### src/rtl/input_vc_ctrl.sv
// input_vc_ctrl: per-VC input FSMs, buffer occupancy, route latch and round-robin switch request.
// Define IVC_VA_STAGE_EN to insert the WAITING (output-VC allocation) stage between ROUTING and ACTIVE.
module input_vc_ctrl #(
    parameter  int NUM_VCS   = 2,
    parameter  int NUM_PORTS = 5,
    parameter  int BUF_DEPTH = 4,
    localparam int PW        = $clog2(NUM_PORTS) + 1,
    localparam int CW        = $clog2(BUF_DEPTH + 1),
    localparam int VW        = (NUM_VCS > 1) ? $clog2(NUM_VCS) : 1
) (
    input  logic                   clk,
    input  logic                   reset,
    input  logic                   i_flit_valid,
    input  logic [VW-1:0]          i_flit_vc,
    input  logic [2*NUM_VCS-1:0]   i_front_type,
    input  logic [PW*NUM_VCS-1:0]  i_rc_port,
    input  logic [NUM_VCS-1:0]     i_va_gnt,
    input  logic                   i_sw_ack,
    output logic [2*NUM_VCS-1:0]   o_vc_state,
    output logic [PW*NUM_VCS-1:0]  o_vc_route,
    output logic [NUM_VCS-1:0]     o_va_req,
    output logic                   o_sw_req,
    output logic [VW-1:0]          o_sw_vc,
    output logic [PW-1:0]          o_sw_port,
    output logic                   o_pop,
    output logic [VW-1:0]          o_pop_vc,
    output logic                   o_credit_valid,
    output logic [VW-1:0]          o_credit_vc,
    output logic                   o_overflow
);
    typedef enum logic [1:0] {S_IDLE, S_ROUTING, S_WAITING, S_ACTIVE} state_t;
    localparam logic [PW-1:0] ROUTE_INV = PW'(1) << (PW - 1);
`ifdef IVC_VA_STAGE_EN
    localparam state_t S_ROUTED = S_WAITING;
`else
    localparam state_t S_ROUTED = S_ACTIVE;
    logic w_unused_gnt;
    assign w_unused_gnt = ^i_va_gnt;
`endif
    state_t              r_state [NUM_VCS];
    logic [CW-1:0]       r_occ   [NUM_VCS];
    logic [PW-1:0]       r_route [NUM_VCS];
    logic [VW-1:0]       r_ptr;
    logic [VW-1:0]       r_credit_vc;
    logic                r_credit_valid;
    logic                r_overflow;
    logic [NUM_VCS-1:0]  w_elig;
    logic [NUM_VCS-1:0]  w_wr;
    logic [NUM_VCS-1:0]  w_pop;
    logic                w_sw_req;
    logic [VW-1:0]       w_sw_vc;

    // Scan from the farthest offset down so the VC nearest the pointer wins.
    always_comb begin
        w_sw_req = 1'b0;
        w_sw_vc  = '0;
        for (int v = 0; v < NUM_VCS; v++)
            w_elig[v] = (r_state[v] == S_ACTIVE) && (r_occ[v] != '0);
        for (int k = NUM_VCS - 1; k >= 0; k--) begin
            if (w_elig[(int'(r_ptr) + k) % NUM_VCS]) begin
                w_sw_req = 1'b1;
                w_sw_vc  = VW'((int'(r_ptr) + k) % NUM_VCS);
            end
        end
    end

    always_comb begin
        for (int v = 0; v < NUM_VCS; v++) begin
            w_wr[v]                  = i_flit_valid && (i_flit_vc == VW'(v));
            w_pop[v]                 = o_pop && (w_sw_vc == VW'(v));
            o_vc_state[2*v +: 2]     = r_state[v];
            o_vc_route[PW*v +: PW]   = r_route[v];
`ifdef IVC_VA_STAGE_EN
            o_va_req[v]              = r_state[v] == S_WAITING;
`else
            o_va_req[v]              = 1'b0;
`endif
        end
    end

    assign o_sw_req       = w_sw_req;
    assign o_sw_vc        = w_sw_vc;
    assign o_sw_port      = r_route[w_sw_vc];
    assign o_pop          = w_sw_req & i_sw_ack;
    assign o_pop_vc       = w_sw_vc;
    assign o_credit_valid = r_credit_valid;
    assign o_credit_vc    = r_credit_vc;
    assign o_overflow     = r_overflow;

    always_ff @(posedge clk or posedge reset) begin
        if (reset) begin
            for (int v = 0; v < NUM_VCS; v++) begin
                r_state[v] <= S_IDLE;
                r_occ[v]   <= '0;
                r_route[v] <= ROUTE_INV;
            end
            r_ptr          <= '0;
            r_credit_valid <= 1'b0;
            r_credit_vc    <= '0;
            r_overflow     <= 1'b0;
        end else begin
            for (int v = 0; v < NUM_VCS; v++) begin
                if (w_wr[v] && !w_pop[v]) begin
                    if (r_occ[v] == CW'(BUF_DEPTH))
                        r_overflow <= 1'b1;
                    else
                        r_occ[v] <= r_occ[v] + 1'b1;
                end else if (w_pop[v] && !w_wr[v]) begin
                    r_occ[v] <= r_occ[v] - 1'b1;
                end
                case (r_state[v])
                    S_IDLE: if (r_occ[v] != '0 && i_front_type[2*v+1]) r_state[v] <= S_ROUTING;
                    S_ROUTING: begin
                        r_route[v] <= i_rc_port[PW*v +: PW];
                        if (!i_rc_port[PW*v+PW-1]) r_state[v] <= S_ROUTED;
                    end
`ifdef IVC_VA_STAGE_EN
                    S_WAITING: if (i_va_gnt[v]) r_state[v] <= S_ACTIVE;
`endif
                    S_ACTIVE: if (w_pop[v] && i_front_type[2*v]) begin
                        r_state[v] <= S_IDLE;
                        r_route[v] <= ROUTE_INV;
                    end
                    default: ;
                endcase
            end
            if (o_pop) r_ptr <= (w_sw_vc == VW'(NUM_VCS - 1)) ? '0 : w_sw_vc + 1'b1;
            r_credit_valid <= o_pop;
            r_credit_vc    <= o_pop_vc;
        end
    end
endmodule

### config.mk
export PLATFORM = sky130hd
export DESIGN_NAME = input_vc_ctrl
export DESIGN_NICKNAME = d
export VERILOG_FILES = /design/src/rtl/input_vc_ctrl.sv
export SDC_FILE = /design/constraint.sdc
export NUM_CORES = 1
export LEC_CHECK = 0
export ABC_AREA = 1
export ABC_CLOCK_PERIOD_IN_PS = 2500
export CAP_MARGIN = 20
export CELL_PAD_IN_SITES_DETAIL_PLACEMENT = 0
export CELL_PAD_IN_SITES_GLOBAL_PLACEMENT = 1
export CORE_MARGIN = 2
export CORE_UTILIZATION = 30
export CTS_BUF_LIST = sky130_fd_sc_hd__clkbuf_2 sky130_fd_sc_hd__clkbuf_4 sky130_fd_sc_hd__clkbuf_8
export CTS_CLUSTER_SIZE = 24
export DETAILED_ROUTE_END_ITERATION = 8
export GPL_TIMING_DRIVEN = 1
export PLACE_DENSITY_LB_ADDON = 0.1
export SETUP_SLACK_MARGIN = 0.1
export SLEW_MARGIN = 10
export SYNTH_ARGS = -nofsm -noshare
export SYNTH_HDL_FRONTEND = slang
export SYNTH_SLANG_ARGS = --single-unit
### constraint.sdc
create_clock -name clk -period 2.5 [get_ports clk]
set_clock_uncertainty 0.1 [all_clocks]
set_input_delay 0.375 -clock clk [delete_from_list [all_inputs] [get_ports clk]]
set_output_delay 0.375 -clock clk [all_outputs]
set_load 0.005 [all_outputs]
== Yosys cells after proc, flatten, opt, wreduce, memory -nomap -nowiden ==
Index checks and enable logic that the tools add are counted.

* Input port bits: 19
* Register bits after elaboration: 22
* Output and inout port bits: 25

* Equality and inequality tests: 14
* Reduce and logical (&&, ||, !) cells: 34
* Multiplexer cells: 35
* $lt $le $gt $ge: 3
* Add/sub/neg operators: 6
* Bitwise gates (word level): 5

{| class="wikitable"
|+ Operator list
! operator !! count
|-
| 2-to-1 mux 4 bit || 5
|-
| 2-to-1 mux 3 bit || 6
|-
| one-hot mux 4 bit (2 select lines) || 2
|-
| logical AND 1 bit || 14
|-
| 2-to-1 mux 1 bit || 14
|-
| 2-to-1 mux 2 bit || 6
|-
| != test 2 bit (second input constant) || 6
|-
| one-hot mux 2 bit (3 select lines) || 2
|-
| nonzero test 3 bit || 4
|-
| AND reduction 2 bit || 4
|-
| AND reduction 4 bit || 2
|-
| nonzero test 2 bit || 4
|-
| adder 3 x 1 -> 3 bit (second input constant) || 2
|-
| == test 3 bit (second input constant) || 2
|-
| subtractor 3 x 1 -> 3 bit (second input constant) || 2
|-
| == test 2 x 1 -> 1 bit (second input constant) || 2
|-
| == test 2 bit (second input constant) || 2
|-
| logical NOT 1 bit || 4
|-
| logical NOT 2 bit || 2
|-
| != test 2 x 1 -> 1 bit (second input constant) || 2
|-
| < comparator 2 x 3 -> 1 bit (second input constant) || 1
|-
| adder 1 bit (second input constant) || 2
|-
| >= comparator 2 bit (second input constant) || 1
|-
| < comparator 1 x 2 -> 1 bit (second input constant) || 1
|-
| other kinds (4) || 5
|}

== Longest topological paths before layout ==
* Depth after elaboration: 14
* Depth in mapped cells: 15
* Mapped depth without buffers: 15

== Worst setup path after synthesis ==
OpenSTA, ideal clock, no wires.

* Path kind: register to register
* From: register r_state, in the netlist o_vc_state[0]
* To: register r_occ[2] in the netlist's numbering
* Setup slack: 509 ps
* Required time: 2283 ps
* Stages on the path, launching flop included: 15
* Buffers on the path: 0
* Period minus slack after synthesis: 1991 ps
* Arrival time: 1774 ps
* Cells stage by stage: dfrtp_1 > ha_1 > nand3_1 > nand2_4 > inv_8 > nand2_4 > nand2_2 > xor2_1 > ha_1 > inv_1 > nand2_1 > nand2_2 > nand3_1 > nand2_1 > nand2_1

* Elaborated cells between the ends (all ways): 20
* Those cells by class: eq/ne: 2; mux: 10; bitwise: 1; reduce/logical: 7

{| class="wikitable"
|+ RTL lines
! item !! RTL line !! text
|-
| start, declared || 40 || <nowiki>state_t r_state [NUM_VCS];</nowiki>
|-
| start signal, assigned by index || 93 || <nowiki>r_state[v] <= S_IDLE;</nowiki>
|-
| start signal, assigned by index || 112 || <nowiki>S_IDLE: if (r_occ[v] != '0 && i_front_type[2*v+1]) r_state[v] <= S_ROUTING;</nowiki>
|-
| start signal, assigned by index || 115 || <nowiki>if (!i_rc_port[PW*v+PW-1]) r_state[v] <= S_ROUTED;</nowiki>
|-
| == test 2 bit (*) || 58 || <nowiki>w_elig[v] = (r_state[v] == S_ACTIVE) && (r_occ[v] != '0);</nowiki>
|-
| logical AND 1 bit (*) || 58 ||
|-
| 2-to-1 mux 1 bit (not written as such) (3 in series) || 60 || <nowiki>if (w_elig[(int'(r_ptr) + k) % NUM_VCS]) begin</nowiki>
|-
| 2-to-1 mux 1 bit || 60 ||
|-
| 2-to-1 mux 1 bit (*) || 60 ||
|-
| via o_pop_vc || 26 || <nowiki>output logic [VW-1:0] o_pop_vc,</nowiki>
|-
| logical AND 1 bit (*) || 70 || <nowiki>w_pop[v] = o_pop && (w_sw_vc == VW'(v));</nowiki>
|-
| logical NOT 1 bit || 103 || <nowiki>if (w_wr[v] && !w_pop[v]) begin</nowiki>
|-
| logical AND 1 bit || 103 ||
|-
| != test 2 bit (no line) or nonzero test 2 bit (tied branches) || -- ||
|-
| AND reduction 2 bit (no line) || -- ||
|-
| end signal, assigned by index || 107 || <nowiki>r_occ[v] <= r_occ[v] + 1'b1;</nowiki>
|-
| end signal, assigned by index || 109 || <nowiki>r_occ[v] <= r_occ[v] - 1'b1;</nowiki>
|-
| end, declared || 41 || <nowiki>logic [CW-1:0] r_occ [NUM_VCS];</nowiki>
|}

Mark *: on every way through the listed nets, which the timed path passes. The rest lies on a longest branch. The select of a mux whose other input is x is not followed.
A chain may end at the register's enable or synchronous reset.

== Worst setup path in the final report ==
* From: register r_occ[3] in the netlist's numbering
* To: output port o_pop_vc

* Word-level cells in the longest chain between the ends: 7
* Elaborated cells between the ends (all ways): 9
* Those cells by class: mux: 7; reduce/logical: 2

{| class="wikitable"
|+ Ends and longest elaborated chain
! item !! RTL line
|-
| nonzero test 3 bit (*) || 58
|-
| logical AND 1 bit (*) || 58
|-
| 2-to-1 mux 1 bit (not written as such) (3 in series) || 60
|-
| 2-to-1 mux 1 bit || 60
|-
| 2-to-1 mux 1 bit (*) || 60
|-
| end, declared || 26
|}

Mark *: on every way between the ends. The rest lies on a longest branch, timed or not. The select of a mux whose other input is x is not followed.

==> qor.txt <==
====================================================================================
Biggest area consumer among synthesized cells                           sky130_fd_sc_hd__dfrtp_1
Worst-path fanout max                                                              7
Pre-CTS worst setup slack                                                  0.2539 ns
Sequential area share after synthesis                                         42.14%
Weighted congestion at the end of routability-driven global placement         0.7149
Placeable core area                                                       4294 sq um
DIE WIDTH                                                               70.15 microns
Fill cell count                                                                  445
Layout Utilization                                                            44.41%
Clock latency on the worst-skew pair                                         0.26 ns
CP Data Arrival Time                                                         1.79 ns
Min-Delay Path Class                                                     in -> async
Global-route wire length before repair                                      5.464 mm
Chip height                                                             70.15 microns
Maximum number of pins on one net before global-route repair                      23
FF-to-FF End                                                                r_occ[5]
Number of endpoints with negative hold slack in the final report                   0
Htree depth                                                                        1
Average footprint of a synthesized cell                                  8.468 sq um
CTS sink count                                                                    22
Clock slew seen by the registers of the worst setup and hold paths           0.08 ns
Fin worst setup slack                                                      0.2308 ns
Ordered cell list for the critical path                                 nor2_2 -> nand2_2 -> nand3_2 -> nand2_4 -> buf_6 -> inv_8 -> clkdlybuf4s50_1
Average wire length per cell after detail routing                       11.77 microns
Post-synthesis instance area                                              1313 sq um
Synth area leaders                                                      sky130_fd_sc_hd__dfrtp_1 (38%), sky130_fd_sc_hd__nand2_1 (9.4%), sky130_fd_sc_hd__inv_1 (6.6%), sky130_fd_sc_hd__ha_1 (5.7%), sky130_fd_sc_hd__nand2_2 (5.2%)
Final setup violation count                                                        0
Wire length after detailed routing                                          3.013 mm
Initial DRC count                                                                 39
Total of max-cap violations                                                        0
Placed wire-length estimate after detailed placement                        2.350 mm
Switching Fraction                                                            36.78%
Total CTS buffers                                                                  3
Largest delay share family, worst path                                  buffers and inverters
Share of post-route cells with drive strength above 1                         21.57%
Combinational power share                                                      48.7%
Crit path buf inv count                                                            3
Status                                                                  complete, no violations
Startpoint type of the worst setup path                                         flop
Setup repair after global routing missed its margin                               no
Standby leakage power                                                      0.9243 nW
Worst Reg-to-Reg Cells                                                            16
Net count reported at finish                                                     230
Internal Pwr Total                                                          1.110 mW
Post-route total power                                                      1.757 mW
Via count of the routed design                                                  1165
Count of buffers inserted at the top-level ports                                  39
Row count                                                                         24
Max-slew violation count                                                           0
I/O pin cnt                                                                       44
Number of standard cells after synthesis                                         155
VDD IR-drop max                                                          0.0004547 V
Clock tree from TritonCTS                                                       done
Number of antenna violations at the first check in global routing                  0
Max stage delay on crit path                                                 0.50 ns
Remaining Overflow, GRT                                                            0
Worst reg2reg startpoint                                                    r_occ[3]
DRC viols                                                                          0
Post-layout min period                                                      2.269 ns
Cell type of the slowest stage on the worst timing path                 sky130_fd_sc_hd__clkdlybuf4s50_1
Post-route antenna net violation count                                             0
Post-detailed-route via-to-cell ratio                                          4.551
Power density over the cells                                            921.2 nW/um^2
Fmax                                                                      0.4407 GHz
Flop-to-flop setup slack                                                     0.32 ns
Final critical-path share of the clock period                                 90.77%
Total die area                                                            4920 sq um
Critical Path End Type                                                   output port
Worst-case hold slack                                                      0.3417 ns
Global-route usage over all layers                                            13.63%
Yosys Warn Count                                                                   0
Total net switching power                                                  0.6461 mW
Critical Setup Path Class                                                 reg -> out
Portion of total power attributed to the clock network                         19.0%
Flops & latches, synth                                                            22
Register share of total power                                                  32.3%
ANT cells                                                                          0
Starting density of the core                                                  30.57%
Data required time of the critical path                                      2.03 ns
Count of distinct cell types in the synthesized netlist                           26
Area growth from synthesis to layout                                          45.28%
Total Negative Setup Slacks                                                     0 ns
Number of iterations in the first detailed-routing pass                            4
Max Buffers Root-to-Sink                                                           2
Synth top area share                                                          38.13%
Clock Tree Root                                                         sky130_fd_sc_hd__clkbuf_8
Vias in the first global route                                                  1270
====================================================================================
through the flow:
| stage | cell area, sq um | std cells |
|---|---|---|
| floorplan | 1316 | 156 |
| global placement | 1764 | 246 |
| CTS | 1879 | 255 |
| global route | 1907 | 256 |
| detailed placement | 1764 | 246 |
| finish | 1907 | 256 |
power groups by stage:
stage	registers [mW]	clock network [mW]	logic (mW)
2_1_floorplan	0.570	0	0.477
3_3_place_gp	0.580	0	0.775
3_5_place_dp	0.585	0	0.794
4_1_cts	0.565	0.343	0.852
5_1_grt	0.582	0.358	0.987
6_report	0.567	0.334	0.855
area by class of cell:
type / instances / area [sq um] / share of cell area (%)
Tap cell: 52 / 65.06 / 3.412
Multi-Input combinational cell: 106 / 659.4 / 34.58
Sequential cell: 22 / 555.5 / 29.13
Timing Repair Buffer: 47 / 454.2 / 23.82
Clock buffer: 3 / 41.29 / 2.165
Clock inverter: 1 / 30.03 / 1.575
Inverter: 25 / 101.3 / 5.315
kinds of logic after synthesis:
logic type | count (synthesis) | share of synthesized area, %
AND/OR/NAND/NOR | 73 | 30.89
buffers and inverters | 28 | 9.437
flip-flops | 22 | 42.14
AO/OA/AOI/OAI | 21 | 8.866
adder cells (fa/ha/maj) | 6 | 5.720
XOR/XNOR | 4 | 2.669
other | 1 | 0.2857
worst min-delay path, stage by stage:
cell and delay, ns:
sky130_fd_sc_hd__clkdlybuf4s50_1 0.39, sky130_fd_sc_hd__inv_1 0.05, sky130_fd_sc_hd__buf_4 0.28
per-layer routing:
layer  vias up  GRT usage [%]  part of all wire (%)
li1        582              -                     -
met1       552          17.29                    46
met2        27          23.70                    48
met3         4          2.453                   5.0
met4         0          3.846                   1.0
met5         -              0                     0
synthesized netlist by cell type:
library cell and n:
sky130_fd_sc_hd__nand2_1 33, sky130_fd_sc_hd__inv_1 23, sky130_fd_sc_hd__dfrtp_1 20, sky130_fd_sc_hd__nand3_1 12
sky130_fd_sc_hd__nand2_2 11, sky130_fd_sc_hd__o21ai_0 10, sky130_fd_sc_hd__ha_1 6, sky130_fd_sc_hd__nand2_4 5
sky130_fd_sc_hd__o21ai_1 5, sky130_fd_sc_hd__nand3_2 4, sky130_fd_sc_hd__xor2_1 4, sky130_fd_sc_hd__buf_4 3
sky130_fd_sc_hd__nor2_1 3, sky130_fd_sc_hd__dfstp_2 2, sky130_fd_sc_hd__nand4_1 2, sky130_fd_sc_hd__nor2_2 2
sky130_fd_sc_hd__a21oi_1 1, sky130_fd_sc_hd__a21oi_2 1, sky130_fd_sc_hd__a31oi_1 1, sky130_fd_sc_hd__clkinv_1 1
sky130_fd_sc_hd__conb_1 1, sky130_fd_sc_hd__inv_8 1, sky130_fd_sc_hd__nor2_8 1, sky130_fd_sc_hd__o211ai_1 1
sky130_fd_sc_hd__o21bai_1 1, sky130_fd_sc_hd__o22ai_1 1
state kept, by name, indices dropped and copies added, names as in the netlist:
register,count
o_vc_route,8
r_occ,6
o_vc_state,4
o_credit_valid,1
o_credit_vc,1
o_overflow,1
r_ptr,1
worst max-delay path by stage:
stage	from	to	slack [ns]	cells after the start
floorplan	o_vc_state[0]	r_occ[2]	0.51	14
global placement	o_vc_state[0]	o_sw_port[3]	0.31	6
detailed placement	o_vc_state[0]	r_occ[5]	0.25	12
CTS	o_vc_state[0]	o_sw_port[0]	0.08	6
global route	r_occ[3]	o_sw_vc	0.12	7
finish	r_occ[3]	o_pop_vc	0.23	7
cell usage in the layout (no fill, tap or decap), drive strengths merged, types with 3 or more instances in the layout:
master / count
nor2: 6
clkdlybuf4s50: 36
clkbuf: 3
nand2: 49
xor2: 4
nand3: 16
dfrtp: 20
inv: 24
o21ai: 15
buf: 8
ha: 6
what timing repair did:
item	in CTS	in global routing
gates resized for setup	8	5
hold buffers	0	0
setup buffers	5	1
endpoints found under the setup margin	7	4
pin swaps	1	2
Note: power is estimated with default switching activity, not from simulation.
==> RTL change 1 (same settings) <==
Make the reset (`reset`) synchronous in one clocked block.
--- a/src/rtl/input_vc_ctrl.sv
+++ b/src/rtl/input_vc_ctrl.sv
@@ -88,5 +88,5 @@
     assign o_overflow     = r_overflow;
 
-    always_ff @(posedge clk or posedge reset) begin
+    always_ff @(posedge clk) begin
         if (reset) begin
             for (int v = 0; v < NUM_VCS; v++) begin
Formal check against the unedited RTL: differs if reset is asserted again (counterexample within 4 cycles, from zero or initial values and one cycle with reset high); with reset held inactive, the same outputs for 4 cycles.
==> RTL change 1 against the original RTL <==
- maximum frequency fell by 0.86%
- setup slack got worse by 20 ps
- hold slack improved by 39 ps
- register-to-register slack got worse by 110 ps
- sequential cell count did not move
- area after synthesis rose by 5.0%
- cell count rose by 7.4%
- wire length rose by 8.7%
- design area rose by 4.7%
- critical endpoint is now r_occ[0][2]
Power is not compared: it rests on default switching activity, and its combinational part moved more than twofold at a synthesized area within 25%.
==> RTL change 1: results <==
{
  "min-delay-start": "r_ptr",
  "holdBufCountCts": 0,
  "leakagePower_nw": 0.987,
  "dp_hpwl_um": 2580,
  "drt-initial-drc-count": 45,
  "track_usage_pct": 12.9,
  "worstPathArrival_ps": 2220,
  "drive_gt1_share_pct": 20.2,
  "gr-usage-met1_pct": 15.4,
  "grt_pass1_wl_um": 5130,
  "grt_max_degree": 13,
  "min_path_type": "flop to flop",
  "dp_cells": 264,
  "postCtsSetupBuffers": 1,
  "grt_pass1_vias": 1164,
  "critPathMaxFanout": 3,
  "nets": 247,
  "gr-usage-met3_pct": 4.22,
  "vias_per_cell": 4.32,
  "syn_area_per_cell_um2": 8.10,
  "async_flop_share_pct": 0,
  "wl_um": 3280,
  "synthTopCellsByCount": "35 x inv_1, 33 x nand2_1, 15 x nand3_1",
  "gp_congestion": 0.794,
  "synth_ff_type": "edfxtp_1",
  "nFillCells": 437,
  "synth_cell_types": 28,
  "fin_cells": 275,
  "cts_resized": 10,
  "crit_end": "r_occ[0][2]",
  "outcome": "completed",
  "synth_edf_count": 14,
  "use_met2_pct": 21.9,
  "crit_start": "r_occ[1][1]",
  "reg2regPathDepth": 14,
  "synth_area_leaders": "edfxtp_1 31%, dfxtp_1 12%, inv_1 9.5%",
  "cts_made_buffers": 3,
  "ys_seq_area_share_pct": 42.1,
  "regToRegSetupSlack_ps": 210
}
## RTL change 1: kinds of logic after synthesis
logic type / synth area share [%]
other cells: 0.272
compound gates: 4.54
fa+ha+maj: 4.18
buf+inv: 14.3
flops: 42.1
xor+xnor: 1.91
simple gates: 32.7
## RTL change 1: layout make-up
| cell class | instances | area, um^2 | share of cell area, % |
|---|---|---|---|
| inverters | 41 | 159 | 7.96 |
| well taps | 52 | 65.1 | 3.26 |
| flip-flops and latches | 22 | 581 | 29.1 |
| repair buffers | 54 | 502 | 25.1 |
| clock buffers | 4 | 48.8 | 2.44 |
| multi-input cells | 102 | 642 | 32.1 |
## RTL change 1: per-layer routing
| layer | up-vias | share of wire (%) |
|---|---|---|
| met5 | - | 0 |
| met4 | 0 | 1.2 |
| met3 | 4 | 4.3 |
| met2 | 21 | 48 |
| met1 | 529 | 47 |
| li1 | 634 | - |
## RTL change 1: worst max-delay path: stages, from the launching register on
cell      delay (ps)
edfxtp_1         420
inv_2            110
ha_4             150
nand2_4           60
inv_4             60
nor2_4            30
nand2_2           90
inv_4             50
nor2_4           110
nand2_4           70
fa_2             350
xor2_2           150
or2_0            200
nand3_1           70
inv_1             40
## RTL change 1: stage by stage
step | area [um^2] | setup WS (ps) | hold slack, ps | utilization (%)
after floorplan | 1380 | 116 | 344 | -
after global placement | 1860 | 50.6 | 358 | 42.4
after detailed placement | 1860 | 30.0 | 371 | 42.4
after CTS | 1920 | 84.5 | 385 | 43.8
after global routing | 2000 | 57.2 | 416 | 45.5
final | 2000 | 211 | 381 | 45.5
## RTL change 1: where the power goes
group	switching (W)	leakage (nW)	internal [W]	total, W
clock	0.000122	0.0262	0.000125	0.000247
sequential	0.0000291	0.210	0.000436	0.000465
combinational	0.000173	0.751	0.000184	0.000357
==> RTL change 2 (same flow settings) <==
Made on the original files. Change the parameter `NUM_VCS` from 2 to 4.
--- a/src/rtl/input_vc_ctrl.sv
+++ b/src/rtl/input_vc_ctrl.sv
@@ -2,5 +2,5 @@
 // Define IVC_VA_STAGE_EN to insert the WAITING (output-VC allocation) stage between ROUTING and ACTIVE.
 module input_vc_ctrl #(
-    parameter  int NUM_VCS   = 2,
+    parameter  int NUM_VCS   = 4,
     parameter  int NUM_PORTS = 5,
     parameter  int BUF_DEPTH = 4,
Interface: changed (10 resized); port bits go from 44 to 76. No check against the original RTL was run, so the function may have changed too.
==> RTL change 2 against the original RTL <==
- the flow now finishes with violations (setup timing)
- area after synthesis up 110%
- via count increased by 150%
- wire length increased to 2.6 times the old value
- power grew to 2.7 times the old value
- die area grew 110%
- design area rose by 140%
- sequential power increased by 98%
- sequential share of layout area down 6.2 points
- sequential cell count is 20 higher
- setup slack lost 440 ps
- non-clock buffer count increased by 100
- critical path type is now flop to flop
- largest cell class unchanged
==> RTL change 2: results <==
{
  "outcome": "finished, violations left",
  "violations": "setup timing",
  "grt_max_degree": 24,
  "critPathCaptureType": "flop",
  "slowest_stage": "dfrtp_2",
  "synth_adder_area_share_pct": 8.16,
  "largest_reg_flops": 16,
  "gr-usage-met3_pct": 3.95,
  "h-tree-depth": 2,
  "gp_congestion": 0.793,
  "track_usage_pct": 16.1,
  "grt_pass1_wl_um": 13100,
  "ys_seq_area_share_pct": 37.4,
  "setup_slack_ps": -211,
  "synth-warning-count": 0,
  "synth-compound-area-share_pct": 4.70,
  "areaGrowthSynthToFinish_pct": 64.2,
  "p_switching_w": 0.00199,
  "drt-initial-drc-count": 53,
  "crit_start": "r_ptr[0]",
  "synth_area_leaders": "dfrtp_1 34%, nand2_1 18%, inv_1 7.2%",
  "numPortBuffers": 67,
  "nFillCells": 951,
  "synthTopCellsByCount": "132 x nand2_1, 54 x inv_1, 39 x nand3_1",
  "worstPathArrival_ps": 2800,
  "leakagePower_nw": 2.28,
  "synth_ff_type": "dfrtp_1",
  "synth_cell_types": 35,
  "grt_pass1_vias": 2917,
  "peakVddDrop_v": 0.000409,
  "crit_family": "simple AND/OR/NAND/NOR gates",
  "antenna_found_initial": 0,
  "dr.pass1.iters": 4,
  "vias": 2875,
  "wl_um": 7910,
  "async_flop_share_pct": 100,
  "use_met2_pct": 27.9,
  "antennaDiodeCount": 0,
  "reg2regPathDepth": 21,
  "clk_pin_slew_ps": 90,
  "nets": 579,
  "critPathMaxFanout": 7,
  "dp_hpwl_um": 5970,
  "gr-usage-met1_pct": 20.2,
  "cts_made_buffers": 5,
  "finalSetupViolCount": 28,
  "clkLatencyLatePin_ps": 290,
  "yosys.area_share.xor_xnor_pct": 1.82,
  "placed_cell_area_um2": 4150,
  "tns_ps": -3060,
  "drive_gt1_share_pct": 36.8
}
RTL change 2: cell types whose count changed after synthesis, moves of 5 or more:
cell / before / now
nand3b_1: 0 / 9
nor3_1: 0 / 5
inv_1: 23 / 54
nand3_1: 12 / 39
dfrtp_1: 20 / 38
nand2_1: 33 / 132
ha_1: 6 / 12
nor2_1: 3 / 14
RTL change 2: final cells by class:
cell class / count / area share [%]
repair buffers: 147 / 28.0
multi-input cells: 272 / 38.7
flip-flops and latches: 42 / 22.9
well taps: 111 / 3.00
clock buffers: 7 / 1.94
inverters: 61 / 5.32
clock inverters: 1 / 0.108
RTL change 2: layer usage:
layer / wire length [um] / vias to the layer above
met4: 45 / 0
met1: 3560 / 1346
li1: - / 1473
met3: 458 / 2
met5: 0 / -
met2: 3850 / 54
RTL change 2: power by group through the flow:
| stage | clock network [W] | registers [W] | logic, W |
|---|---|---|---|
| after CTS | 0.000505 | 0.00111 | 0.00308 |
| after detailed placement | 0 | 0.00111 | 0.00279 |
| after floorplan | 0 | 0.00114 | 0.00153 |
| after global routing | 0.000524 | 0.00116 | 0.00354 |
| final | 0.000482 | 0.00112 | 0.00316 |
| after global placement | 0 | 0.00111 | 0.00276 |
RTL change 2: what timing repair did:
item | CTS | global route
pin swaps | 35 | 35
resized for setup | 73 | 25
endpoints found under the setup margin | 46 | 47
cloned | 0 | 0
buffers inserted | 17 | 5
RTL change 2: kinds of logic after synthesis:
kind of cell               Yosys count
xor gates and xnor gates             5
DFF                                 42
and+or+nand+nor                    224
other                                1
AOI/OAI and AO/OA                   23
adders and majority gates           16
buffers and inverters               69
RTL change 2: stage by stage:
step	instances	setup WS [ps]	hold WS, ps
final	641	-211	341
after global routing	641	-385	392
after CTS	636	-197	347
after detailed placement	613	-354	367
after global placement	613	-293	361
after floorplan	383	-213	341
RTL change 2: worst min path at each step:
stage                     end  slack, ps  cells past startpoint
2_1_floorplan        r_occ[2]        340                      2
3_3_place_gp         r_occ[2]        360                      2
3_5_place_dp         r_occ[2]        370                      2
4_1_cts        o_vc_route[12]        350                      2
5_1_grt        o_vc_route[12]        390                      2
6_report       o_vc_route[12]        340                      2
RTL change 2: worst reg2reg max path, delay by kind of cell, from the launching register on:
kind            cells  cell delay [ps]
buf+inv             5              400
fa+ha+maj           2              510
compound gates      1              150
flops               1              500
simple gates       13              950
